## config.mk

```make
export PLATFORM = sky130hd
export DESIGN_NAME = fwd_bypass_net_flat
export DESIGN_NICKNAME = d
export VERILOG_FILES = /design/src/rtl/fwd_bypass_if.sv /design/src/rtl/fwd_bypass_net.sv /design/src/flat_wrapper.sv
export SDC_FILE = /design/constraint.sdc
export NUM_CORES = 1
export LEC_CHECK = 0
export CORE_AREA = 2 2 122 124
export CTS_CLUSTER_SIZE = 12
export DETAILED_ROUTE_END_ITERATION = 10
export DIE_AREA = 0 0 124 126
export HOLD_SLACK_MARGIN = 0.05
export PLACE_DENSITY_LB_ADDON = 0.08
export SYNTH_ARGS = -nofsm -noshare
export SYNTH_HDL_FRONTEND = slang
export SYNTH_SLANG_ARGS = --single-unit
```

## constraint.sdc

```tcl
create_clock -name clk -period 3.6 [get_ports clk]
set_input_delay 0.9 -clock clk [delete_from_list [all_inputs] [get_ports clk]]
set_output_delay 0.9 -clock clk [all_outputs]
set_load 0.03 [all_outputs]
```

## src/rtl/fwd_bypass_if.sv

```systemverilog
// Forwarding/hazard bus: D-stage issue, stage results, decode read ports and bypass results.
// The master drives issue/read/stage data; the slave (fwd_bypass_net) returns operands and stall.
interface fwd_bypass_if #(
    parameter int DATA_W  = 32,
    parameter int ADDR_W  = 5,
    parameter int NUM_STG = 3,
    parameter int NUM_RD  = 2,
    parameter int TN_W    = 2
);
    logic                             iss_wen;
    logic [ADDR_W-1:0]                iss_addr;
    logic [TN_W-1:0]                  iss_tnew;
    logic [NUM_STG-1:0][DATA_W-1:0]   stg_data;
    logic [NUM_RD-1:0][ADDR_W-1:0]    rd_addr;
    logic [NUM_RD-1:0][TN_W-1:0]      rd_tuse;
    logic [NUM_RD-1:0][DATA_W-1:0]    rd_orig;
    logic [NUM_RD-1:0][DATA_W-1:0]    fwd_data;
    logic [NUM_RD-1:0]                fwd_pend;
    logic                             stall;
    logic [31:0]                      stall_cnt;
    logic [31:0]                      fwd_cnt;

    modport master (
        output iss_wen, iss_addr, iss_tnew, stg_data, rd_addr, rd_tuse, rd_orig,
        input  fwd_data, fwd_pend, stall, stall_cnt, fwd_cnt
    );
    modport slave (
        input  iss_wen, iss_addr, iss_tnew, stg_data, rd_addr, rd_tuse, rd_orig,
        output fwd_data, fwd_pend, stall, stall_cnt, fwd_cnt
    );
endinterface

```

## src/rtl/fwd_bypass_net.sv

```systemverilog
// Forwarding + Tnew/Tuse hazard unit: in-flight write tracker and per-read-port bypass select.
// Optional FWD_STATS_EN builds the stall/forward counters; otherwise they read as constant 0.

// Per read port: youngest matching in-flight write decides forward, pend or stall.
module fwd_bypass_port #(
    parameter int DATA_W  = 32,
    parameter int ADDR_W  = 5,
    parameter int NUM_STG = 3,
    parameter int TN_W    = 2
) (
    input  logic [NUM_STG:1]                vld,
    input  logic [NUM_STG:1][ADDR_W-1:0]    addr,
    input  logic [NUM_STG:1][TN_W-1:0]      tnew,
    input  logic [NUM_STG-1:0][DATA_W-1:0]  stg_data,
    input  logic [ADDR_W-1:0]               rd_addr,
    input  logic [TN_W-1:0]                 rd_tuse,
    input  logic [DATA_W-1:0]               rd_orig,
    output logic [DATA_W-1:0]               fwd_data,
    output logic                            pend,
    output logic                            stl,
    output logic                            hit
);
    logic              found;
    logic [TN_W-1:0]   w_tnew;
    logic [DATA_W-1:0] w_data;

    // Scan from stage 1 upward so the youngest writer shadows any older one,
    // even when the older one already has its result ready.
    always_comb begin
        found  = 1'b0;
        w_tnew = '0;
        w_data = '0;
        for (int k = 1; k <= NUM_STG; k++) begin
            if (!found && vld[k] && addr[k] == rd_addr && rd_addr != '0) begin
                found  = 1'b1;
                w_tnew = tnew[k];
                w_data = stg_data[k-1];
            end
        end
    end

    assign hit      = found && (w_tnew == '0);
    assign fwd_data = hit ? w_data : rd_orig;
    assign pend     = found && (w_tnew != '0) && (w_tnew <= rd_tuse);
    assign stl      = found && (w_tnew > rd_tuse);
endmodule

module fwd_bypass_net #(
    parameter int DATA_W  = 32,
    parameter int ADDR_W  = 5,
    parameter int NUM_STG = 3,
    parameter int NUM_RD  = 2,
    parameter int TN_W    = 2
) (
    input  logic         clk,
    input  logic         reset,
    fwd_bypass_if.slave  bus
);
    logic [NUM_STG:1]              vld_pipe;
    logic [NUM_STG:1][ADDR_W-1:0]  addr_pipe;
    logic [NUM_STG:1][TN_W-1:0]    tnew_pipe;

    logic [NUM_RD-1:0][DATA_W-1:0] port_data;
    logic [NUM_RD-1:0]             port_pend;
    logic [NUM_RD-1:0]             port_stl;
    logic [NUM_RD-1:0]             port_hit;

    for (genvar p = 0; p < NUM_RD; p++) begin : g_port
        fwd_bypass_port #(
            .DATA_W(DATA_W), .ADDR_W(ADDR_W), .NUM_STG(NUM_STG), .TN_W(TN_W)
        ) u_port (
            .vld      (vld_pipe),
            .addr     (addr_pipe),
            .tnew     (tnew_pipe),
            .stg_data (bus.stg_data),
            .rd_addr  (bus.rd_addr[p]),
            .rd_tuse  (bus.rd_tuse[p]),
            .rd_orig  (bus.rd_orig[p]),
            .fwd_data (port_data[p]),
            .pend     (port_pend[p]),
            .stl      (port_stl[p]),
            .hit      (port_hit[p])
        );
    end

    assign bus.fwd_data = port_data;
    assign bus.fwd_pend = port_pend;
    assign bus.stall    = |port_stl;

    // Stage 1 takes a bubble on stall (D replays); later stages always advance.
    always_ff @(posedge clk) begin
        if (reset) begin
            vld_pipe  <= '0;
            addr_pipe <= '0;
            tnew_pipe <= '0;
        end else begin
            vld_pipe[1]  <= !bus.stall && bus.iss_wen && (bus.iss_addr != '0);
            addr_pipe[1] <= bus.stall ? '0 : bus.iss_addr;
            tnew_pipe[1] <= bus.stall ? '0 : bus.iss_tnew;
            for (int k = 2; k <= NUM_STG; k++) begin
                vld_pipe[k]  <= vld_pipe[k-1];
                addr_pipe[k] <= addr_pipe[k-1];
                tnew_pipe[k] <= (tnew_pipe[k-1] == '0) ? '0 : tnew_pipe[k-1] - TN_W'(1);
            end
        end
    end

`ifdef FWD_STATS_EN
    logic [31:0] stall_q;
    logic [31:0] fwd_q;
    logic [31:0] hit_sum;

    always_comb begin
        hit_sum = '0;
        for (int p = 0; p < NUM_RD; p++)
            hit_sum = hit_sum + 32'(port_hit[p]);
    end

    always_ff @(posedge clk) begin
        if (reset) begin
            stall_q <= '0;
            fwd_q   <= '0;
        end else begin
            stall_q <= stall_q + 32'(bus.stall);
            fwd_q   <= fwd_q + hit_sum;
        end
    end

    assign bus.stall_cnt = stall_q;
    assign bus.fwd_cnt   = fwd_q;
`else
    logic unused_hit;
    assign unused_hit    = ^port_hit;
    assign bus.stall_cnt = '0;
    assign bus.fwd_cnt   = '0;
`endif
endmodule
```

## src/flat_wrapper.sv

```systemverilog
// flat-port wrapper written by rule: the top's interface ports become plain ports
module fwd_bypass_net_flat 
#(
    parameter int DATA_W  = 32,
    parameter int ADDR_W  = 5,
    parameter int NUM_STG = 3,
    parameter int NUM_RD  = 2,
    parameter int TN_W    = 2
)
  (clk, reset, bus_iss_wen, bus_iss_addr, bus_iss_tnew, bus_stg_data, bus_rd_addr, bus_rd_tuse, bus_rd_orig, bus_fwd_data, bus_fwd_pend, bus_stall, bus_stall_cnt, bus_fwd_cnt);
  fwd_bypass_if #(.DATA_W(DATA_W), .ADDR_W(ADDR_W), .NUM_STG(NUM_STG), .NUM_RD(NUM_RD), .TN_W(TN_W)) bus_i ();
  input  logic clk;
  input  logic reset;
  input wire logic [$bits(bus_i.iss_wen)-1:0] bus_iss_wen;
  input wire logic [$bits(bus_i.iss_addr)-1:0] bus_iss_addr;
  input wire logic [$bits(bus_i.iss_tnew)-1:0] bus_iss_tnew;
  input wire logic [$bits(bus_i.stg_data)-1:0] bus_stg_data;
  input wire logic [$bits(bus_i.rd_addr)-1:0] bus_rd_addr;
  input wire logic [$bits(bus_i.rd_tuse)-1:0] bus_rd_tuse;
  input wire logic [$bits(bus_i.rd_orig)-1:0] bus_rd_orig;
  output wire logic [$bits(bus_i.fwd_data)-1:0] bus_fwd_data;
  output wire logic [$bits(bus_i.fwd_pend)-1:0] bus_fwd_pend;
  output wire logic [$bits(bus_i.stall)-1:0] bus_stall;
  output wire logic [$bits(bus_i.stall_cnt)-1:0] bus_stall_cnt;
  output wire logic [$bits(bus_i.fwd_cnt)-1:0] bus_fwd_cnt;
  assign bus_i.iss_wen = bus_iss_wen;
  assign bus_i.iss_addr = bus_iss_addr;
  assign bus_i.iss_tnew = bus_iss_tnew;
  assign bus_i.stg_data = bus_stg_data;
  assign bus_i.rd_addr = bus_rd_addr;
  assign bus_i.rd_tuse = bus_rd_tuse;
  assign bus_i.rd_orig = bus_rd_orig;
  assign bus_fwd_data = bus_i.fwd_data;
  assign bus_fwd_pend = bus_i.fwd_pend;
  assign bus_stall = bus_i.stall;
  assign bus_stall_cnt = bus_i.stall_cnt;
  assign bus_fwd_cnt = bus_i.fwd_cnt;
  fwd_bypass_net #(.DATA_W(DATA_W), .ADDR_W(ADDR_W), .NUM_STG(NUM_STG), .NUM_RD(NUM_RD), .TN_W(TN_W)) u_core (.clk(clk), .reset(reset), .bus(bus_i));
endmodule
```

==> results of run 1 <==
## per-layer routing
layer | part of all wire | global-route usage | up-vias
met4 | 0.024 | 0.0476 | 0
met2 | 0.54 | 0.413 | 218
met5 | 0 | 0 | -
met1 | 0.38 | 0.253 | 2280
met3 | 0.059 | 0.0140 | 30
li1 | - | - | 2374
## state kept, by name, summed over array words and instances (netlist names)
signal and count:
u_core.addr_pipe 15, u_core.tnew_pipe 6, u_core.vld_pipe 3
## power groups by stage
stage | Sequential (mW) | Clock, mW | Combinational (mW)
5_1_grt | 0.295 | 0.326 | 0.799
6_report | 0.293 | 0.310 | 0.756
2_1_floorplan | 0.292 | 0 | 0.398
3_5_place_dp | 0.298 | 0 | 0.687
4_1_cts | 0.293 | 0.316 | 0.721
3_3_place_gp | 0.298 | 0 | 0.681
## layout by cell type, fill, tap and decap left out, types with 21 or more instances in the layout
master	n
dfxtp_1	24
conb_1	64
clkdlybuf4s50_1	173
buf_4	50
o22ai_1	32
mux2_2	24
o221ai_1	32
buf_6	91
mux2_4	64
o21a_1	32
nand2_1	73
xor2_1	21
## cell type report
type / instances / area (um^2)
fill: 1287 / 6220
multi-input combinational: 447 / 3660
timing repair buffer: 341 / 3580
sequential: 24 / 480
tap: 184 / 230
clock buffer: 3 / 75.1
inverter: 8 / 32.5
clock inverter: 1 / 30.0
antenna: 1 / 2.50
## worst max-delay path: stages
cell	delay (ns)
buf_6	0.09
buf_6	0.11
xor2_1	0.13
nor2_1	0.19
and3_4	0.25
nand3_4	0.07
o221a_1	0.28
or2_1	0.27
ha_1	0.30
nand2_1	0.08
o21ai_2	0.07
a21oi_2	0.18
or2_4	0.16
buf_6	0.12
## logic make-up after synthesis
family                     count (synthesis)  share of synthesized area
buffers and inverters                    112                      0.164
other                                      1                   0.000854
xor gates and xnor gates                  30                     0.0599
and+or+nand+nor                          138                      0.155
muxes                                     96                      0.298
DFF                                       24                      0.109
AOI/OAI and AO/OA                        113                      0.196
adders and majority gates                  6                     0.0171
## per-stage QoR
step	power [mW]	instances
after floorplan	0.690	583
after global placement	0.979	958
after detailed placement	0.985	958
after CTS	1.33	994
after global routing	1.42	1009
final	1.36	1009
## synthesized netlist by cell type (all sizes together)
library cell,number,area (um^2)
and4,1,8.76
clkbuf,25,93.8
and4b,1,10.0
dfxtp,24,480
o311a,1,10.0
o211a,1,17.5
mux2,96,1310
a22o,1,8.76
nor2,11,41.3
or3,1,6.26
xor2,24,210
a21o,1,7.51
o221a,1,11.3
o21a,32,240
xnor2,6,52.6
o21ai,5,25.0
conb,1,3.75
o221ai,32,280
nand4,8,56.3
o22ai,35,238
nor3,7,35.0
a21oi,4,20.0
nand3,3,32.5
nor2b,14,87.6
and2,8,50.1
ha,6,75.1
nor4,2,18.8
inv,8,30.0
and3,2,12.5
nand2,76,285
nor4b,2,23.8
or2,2,12.5
buf,79,598
## how the worst max path moves through the flow
stage / to
5_1_grt: bus_stall
6_report: bus_stall
3_3_place_gp: bus_fwd_data[31]
3_5_place_dp: bus_fwd_data[32]
2_1_floorplan: bus_stall
4_1_cts: bus_stall
## timing repair
item	CTS	global route
setup buffers	31	13
hold buffers	0	0
setup endpoints to repair	75	67
pin swaps	26	30
resized for setup	425	146
cloned	2	2
==> summary.md, run 1 <==
| Metric | Value |
|---|---|
| PD cells | 168 mW/mm^2 |
| Synthesis-stage register bit count | 24 |
| Clock-pin slew on the worst setup and hold paths | 0.06 ns |
| Final Net Count | 1015 |
| Area Overhead vs Synth | 84.4% |
| Max cap viols | 0 |
| Type of the worst setup path | in -> out |
| WHS Endpoint | u_core.tnew_pipe[4] |
| DRT Pass-1 Iters | 4 |
| Yosys Warn Count | 0 |
| Final worst-path cycle share | 1.14 |
| Clock Power Share | 0.228 |
| Chip height | 126 um |
| Hold Crit Depth | 1 |
| Io pins | 315 |
| Hold slack | 0.461 ns |
| CORE AREA | 0.0143 mm^2 |
| Period minus WS final | 4.12 ns |
| Final Max Slew Viols | 0 |
| Clk_skew | 0.00282 ns |
| Final Util | 0.565 |
| ANT nets after route | 0 |
| Final setup violation count | 67 |
| Routed WL | 18100 um |
| Die area | 0.0156 mm^2 |
| Reg2reg start | u_core.addr_pipe[2] |
| Root buffer cell | clkbuf_16 |
| Total grt overflow | 0 |
| Starting Density | 0.307 |
| Clock latency on the worst-skew pair | 0.25 ns |
| Comb pwr share | 0.556 |
| Syn avg cell area | 8.44 um^2 |
| HPWL Detailed | 13600 um |
| Sequential Power Share | 0.216 |
| Reg-to-Reg End | u_core.vld_pipe[1] |
| Placed inst area | 0.00710 mm^2 |
| Arrival time worst endpoint | 3.22 ns |
| CTS max path bufs | 2 |
| Status | finished with violations |
| H-tree levels | 1 |
| Total track usage | 0.214 |
| Failing checks | setup timing |
| Peak supply drop | 0.177 mV |
| Synthesized area | 0.00439 mm^2 |
| Num CTS Buffers | 3 |
| Die X-Extent | 124 um |
| Critical Path Source Type | input port |
| R2R Setup Slk | 0.75 ns |
| First-pass GRT wire length | 26100 um |
| Least-Margin Pin Slew | 0.645 ns |
| RD Place Congestion | 0.864 |
| Vias per inst | 4.86 |
| Via Count | 4902 |
| CP startpoint | bus_rd_addr[5] |
| Layout cells sized above 1 | 0.363 |
| Path depth of the worst reg2reg path | 16 |
| Hold Vio Cnt, Final | 0 |
| Hold_sp | u_core.tnew_pipe[2] |
| Max-slew headroom | 0.569 |
| Post-synthesis cell count | 520 |
| Initial DRC count | 174 |
| Post-place setup slack | -1.18 ns |
| CP Data Required Time | 2.70 ns |
| Highest Clock Rate | 243 MHz |
| Hold Path Class | reg -> reg |
| Initial antenna violation count | 1 |
| Crit end category | primary output |
| Cell variety after synth | 44 |
| Leakage power | 3.52 nW |
| Clock Sink Count | 24 |
| Seq/Total Area, Yosys | 0.109 |
| Row count | 44 |
| RSZ-0062 raised after global routing | true |
| Average wire per standard cell | 17.9 um |
| DRC viols | 0 |
| Setup TNS | -20.77 ns |
| Cell-internal power | 899 uW |
| CTS tree | built |
| Largest net degree at the start of global routing | 39 |
| Psw | 460 uW |
| Worst setup margin | -0.517 ns |
| Port Buffers | 250 |
| Critical-path maximum fanout | 3 |
| Post-route cell area | 0.00809 mm^2 |
| Sw frac | 0.338 |
| Vias in the first global route | 4891 |
Note: power is estimated with default switching activity, not from simulation.
==> inputs of run 2 (changes only) <==
CORE_AREA = not set   (was 2 2 122 124)
CORE_ASPECT_RATIO = 1.2   (was not set)
CORE_MARGIN = 10   (was not set)
CORE_UTILIZATION = 33   (was not set)
DIE_AREA = not set   (was 0 0 124 126)
SLEW_MARGIN = 20   (was not set)
==> summary.md, run 2 (synthesized netlist as in run 1, its figures left out) <==
| Metric | Value |
|---|---|
| Port Buffers | 250 |
| Final setup violation count | 67 |
| Fillers | 1095 |
| Max FFs per register | 15 |
| Register area | 480 um^2 |
| Setup TNS | -19.18 ns |
| Via Count | 5045 |
| Largest net degree at the start of global routing | 36 |
| CP startpoint | bus_rd_addr[2] |
| Hold_sp | u_core.tnew_pipe[2] |
| Final worst-path cycle share | 1.12 |
| Worst path cell trace | buf_6 > buf_4 > xor2_1 > nor2_1 > and3_4 > nor4b_4 > o22ai_4 > buf_6 > inv_4 > ha_4 > nor2b_4 > o21ai_2 > a21oi_2 > or2_4 > buf_12 |
| Crit end category | primary output |
| DRT Pass-1 Iters | 4 |
| Arrival time worst endpoint | 3.14 ns |
| Starting Density | 0.334 |
| Cells after DPL | 951 |
| CP Data Required Time | 2.70 ns |
| Type of the worst setup path | in -> out |
| Die area | 0.0183 mm^2 |
| CTS Hold Bufs | 0 |
| Layout cells sized above 1 | 0.396 |
| Clock latency on the worst-skew pair | 0.26 ns |
| CORE AREA | 0.0131 mm^2 |
| PD cells | 167 mW/mm^2 |
| Total track usage | 0.212 |
| Total grt overflow | 0 |
| Hold Vio Cnt, Final | 0 |
| Reg2reg start | u_core.addr_pipe[3] |
| Routed WL | 21800 um |
| Die X-Extent | 125 um |
| Highest Clock Rate | 248 MHz |
| Max-slew headroom | 0.612 |
| Largest register by flop count | u_core.addr_pipe |
| First-pass GRT wire length | 31700 um |
| Row count | 46 |
| Period minus WS final | 4.04 ns |
| Area Overhead vs Synth | 90.8% |
| Fin cells | 1003 |
| CTS max path bufs | 2 |
| Final Max Slew Viols | 0 |
| DRC viols | 0 |
| RSZ-0062 raised after global routing | true |
| Max cap viols | 0 |
| Num CTS Buffers | 3 |
| Critical-path maximum fanout | 4 |
| Status | finished with violations |
| Initial DRC count | 276 |
| CTS tree | built |
| HPWL Detailed | 16900 um |
| RD Place Congestion | 0.852 |
| Initial antenna violation count | 2 |
| Most common cell after layout, fill and taps aside | clkdlybuf4s50_1 |
| Clk_skew | 0.00573 ns |
| Vias per inst | 5.03 |
| Footprint of the multi-input gates | 0.00383 mm^2 |
| Least-Margin Pin Slew | 0.580 ns |
| Leakage power | 3.63 nW |
| CP most frequent cell | buf_6 |
| Clock-pin slew on the worst setup and hold paths | 0.06 ns |
| Regs by FF count | u_core.addr_pipe (15), u_core.tnew_pipe (6), u_core.vld_pipe (3) |
| Crit path max-delay cell type | or2_4 |
| Root buffer cell | clkbuf_16 |
| Placed inst area | 0.00717 mm^2 |
| Post-route cell area | 0.00838 mm^2 |
| Clock Sink Count | 24 |
| Vias in the first global route | 5357 |
| Final Util | 0.638 |
| Failing checks | setup timing |
| Io pins | 315 |
| Worst setup margin | -0.437 ns |
| Final Net Count | 1025 |
| Average wire per standard cell | 21.8 um |
| ANT nets after route | 0 |
| Chip height | 146 um |
| H-tree levels | 1 |
| CP peak stage delay | 0.26 ns |
| Peak supply drop | 0.278 mV |
| Hold Path Class | reg -> reg |
| Critical Path Source Type | input port |
| Commonest cells after routing, fill and taps aside | 173 x clkdlybuf4s50_1, 95 x buf_6, 73 x nand2_1 |
==> run 2: per-layer routing <==
metal / GRT usage / share of wire / wire, um / up-vias
li1: - / - / - / 2397
met1: 0.222 / 0.37 / 8060 / 2391
met2: 0.408 / 0.54 / 11800 / 221
met3: 0.0536 / 0.068 / 1480 / 32
met4: 0.0519 / 0.022 / 483 / 4
met5: 0 / 0.0012 / 27 / -
==> run 2: through the flow <==
| step | total power [mW] | hold WS [ns] | worst slack (ns) |
|---|---|---|---|
| after detailed placement | 0.995 | 0.452 | -1.16 |
| after global placement | 0.988 | 0.448 | -1.12 |
| after floorplan | 0.690 | 0.422 | 0.000300 |
| after CTS | 1.36 | 0.462 | -0.473 |
| final | 1.40 | 0.460 | -0.437 |
| after global routing | 1.46 | 0.499 | -0.559 |
==> run 2: path summary, 6_finish.rpt <==
check | end | slack (ns) | cells after the start
worst max-delay path | bus_stall | -0.44 | 15
worst min-delay path | u_core.tnew_pipe[4] | 0.46 | 1
worst max register to register | u_core.vld_pipe[1] | 0.84 | 15
worst min register to register | u_core.tnew_pipe[4] | 0.46 | 1
==> run 2: layout make-up <==
type                       instances  share of cell area
antenna                            1            0.000299
multi-input combinational        447               0.458
timing repair buffer             351               0.443
sequential                        24              0.0574
clock buffer                       3             0.00896
clock inverter                     1             0.00359
inverter                           8             0.00418
tap                              168              0.0251
==> run 2: critical path: cells and delay by family <==
kind	cells	cell delay (ns)
AOI/OAI and AO/OA	3	0.34
xor gates and xnor gates	1	0.15
adders and majority gates	1	0.19
buffers and inverters	5	0.55
and+or+nand+nor	5	0.99
==> run 2: where the power goes <==
| group | total, mW | switching, mW | internal, mW |
|---|---|---|---|
| Clock | 0.314 | 0.0934 | 0.221 |
| Sequential | 0.293 | 0.0148 | 0.278 |
| Combinational | 0.790 | 0.376 | 0.414 |
==> run 2: repair_timing <==
action	CTS	global route
resized for setup	458	90
setup buffers	32	13
gates cloned	3	3
hold endpoints to repair	0	0
setup endpoints to repair	75	67
pin swaps	28	36
==> inputs of run 3 (changes only) <==
HOLD_SLACK_MARGIN = not set   (was 0.05)
RECOVER_POWER = 50   (was not set)
==> summary.md, run 3 (synthesized netlist as in run 1, its figures left out) <==
| Metric | Value |
|---|---|
| Critical-path maximum fanout | 4 |
| Path depth of the worst reg2reg path | 15 |
| Via Count | 5045 |
| Area Overhead vs Synth | 90.8% |
| Die X-Extent | 125 um |
| Hold_sp | u_core.tnew_pipe[2] |
| Clock-pin slew on the worst setup and hold paths | 0.06 ns |
| First-pass GRT wire length | 31700 um |
| CTS max path bufs | 2 |
| Type of the worst setup path | in -> out |
| Status | finished with violations |
| ANT nets after route | 0 |
| DRC viols | 0 |
| DRT Pass-1 Iters | 4 |
| Final worst-path cycle share | 1.12 |
| Die area | 0.0183 mm^2 |
| Sequential Power Share | 0.210 |
| Io pins | 315 |
| R2R Setup Slk | 0.84 ns |
| Hold Crit Depth | 1 |
| RSZ-0062 raised after global routing | true |
| RD Place Congestion | 0.852 |
| Chip height | 146 um |
| Clock Power Share | 0.225 |
| Starting Density | 0.334 |
| Hold Vio Cnt, Final | 0 |
| Average wire per standard cell | 21.8 um |
| CTS tree | built |
| PD cells | 167 mW/mm^2 |
| Total grt overflow | 0 |
| Reg2reg start | u_core.addr_pipe[3] |
| PnR Total Power | 1.40 mW |
| WHS Endpoint | u_core.tnew_pipe[4] |
| Final Net Count | 1025 |
| Root buffer cell | clkbuf_16 |
| Post-place setup slack | -1.16 ns |
| Crit end category | primary output |
| Largest net degree at the start of global routing | 36 |
| Commonest cells after routing, fill and taps aside | 172 x clkdlybuf4s50_1, 95 x buf_6, 73 x nand2_1 |
| Most common cell after layout, fill and taps aside | clkdlybuf4s50_1 |
| Critical Path Source Type | input port |
| Peak supply drop | 0.278 mV |
| Max cap viols | 0 |
| Comb pwr share | 0.565 |
| Final setup violation count | 67 |
| Initial DRC count | 276 |
| Least-Margin Pin Slew | 0.586 ns |
| Clock Sink Count | 24 |
| Routed WL | 21800 um |
| Period minus WS final | 4.04 ns |
| Vias per inst | 5.03 |
| Layout cells sized above 1 | 0.396 |
| Cell-internal power | 913 uW |
| Max-slew headroom | 0.608 |
| Vias in the first global route | 5357 |
| Hold Path Class | reg -> reg |
| Regs by FF count | u_core.addr_pipe (15), u_core.tnew_pipe (6), u_core.vld_pipe (3) |
| HPWL Detailed | 16900 um |
| Clk_skew | 0.00573 ns |
| Initial antenna violation count | 2 |
| Psw | 484 uW |
| Max FFs per register | 15 |
| Num CTS Buffers | 3 |
| Arrival time worst endpoint | 3.14 ns |
| CTS Hold Bufs | 0 |
| Total track usage | 0.212 |
| Fillers | 1095 |
| Row count | 46 |
| CORE AREA | 0.0131 mm^2 |
| CP Data Required Time | 2.70 ns |
| Leakage power | 3.63 nW |
| H-tree levels | 1 |
| Worst setup margin | -0.437 ns |
| Highest Clock Rate | 248 MHz |
| Sw frac | 0.347 |
| Clock latency on the worst-skew pair | 0.26 ns |
| Largest register by flop count | u_core.addr_pipe |
| Final Max Slew Viols | 0 |
| Failing checks | setup timing |
| Port Buffers | 250 |
| Reg-to-Reg End | u_core.vld_pipe[1] |
[run 3: changes by cell type in the layout (fill, tap and decap cells not counted), sizes merged]
cell	change
clkdlybuf4s50	-1
dlygate4sd3	+1
[run 3: power groups by stage]
stage / combinational (mW) / clock, mW / sequential [mW]
after global routing: 0.831 / 0.332 / 0.295
final: 0.790 / 0.314 / 0.293
after floorplan: 0.398 / 0 / 0.292
after global placement: 0.692 / 0 / 0.296
after CTS: 0.752 / 0.321 / 0.291
after detailed placement: 0.698 / 0 / 0.297
[run 3: worst max-delay path, cell delays in order]
cell     delay [ns]
buf_6          0.11
buf_4          0.13
xor2_1         0.15
nor2_1         0.15
and3_4         0.21
nor4b_4        0.25
o22ai_4        0.13
buf_6          0.13
inv_4          0.04
ha_4           0.19
nor2b_4        0.12
o21ai_2        0.15
a21oi_2        0.06
or2_4          0.26
buf_12         0.14
[run 3: cell type report]
class                      count  area, um^2  area share
inverter                       8        35.0     0.00418
sequential                    24         480      0.0574
timing repair buffer         351        3710       0.443
multi-input combinational    447        3830       0.458
clock buffer                   3        75.1     0.00896
tap                          168         210      0.0251
clock inverter                 1        30.0     0.00359
antenna                        1        2.50    0.000299
[run 3: layer usage]
metal,part of all wire,global-route usage
met5,0.0012,0
met4,0.022,0.0519
met3,0.068,0.0536
met2,0.54,0.408
met1,0.37,0.222
[run 3: how the worst max path moves through the flow]
stage                         startpoint                to  slack [ns]  depth (start not counted)
after floorplan           bus_rd_addr[1]         bus_stall      0.0003                         11
after global placement    bus_rd_addr[1]  bus_fwd_data[16]       -1.12                         11
after detailed placement  bus_rd_addr[1]  bus_fwd_data[14]       -1.16                         11
after CTS                 bus_rd_addr[0]         bus_stall       -0.47                         15
after global routing      bus_rd_addr[2]   bus_fwd_pend[0]       -0.56                         16
final                     bus_rd_addr[2]         bus_stall       -0.44                         15
[run 3: repair_timing]
| item | CTS | global route |
|---|---|---|
| resized for setup | 458 | 90 |
| pin swaps | 28 | 36 |
| cloned | 3 | 3 |
| buffers inserted | 32 | 13 |
| setup endpoints to repair | 75 | 67 |
[run 3: per-stage QoR]
stage	instances	hold slack [ns]	util	instance area, um^2	setup TNS, ns
after floorplan	583	0.422	-	4650	0
after global placement	951	0.448	0.546	7170	-68.19
final	1003	0.460	0.638	8380	-19.18
after global routing	1002	0.499	0.638	8370	-25.20
after detailed placement	951	0.452	0.546	7170	-72.47
after CTS	989	0.462	0.604	7930	-22.50
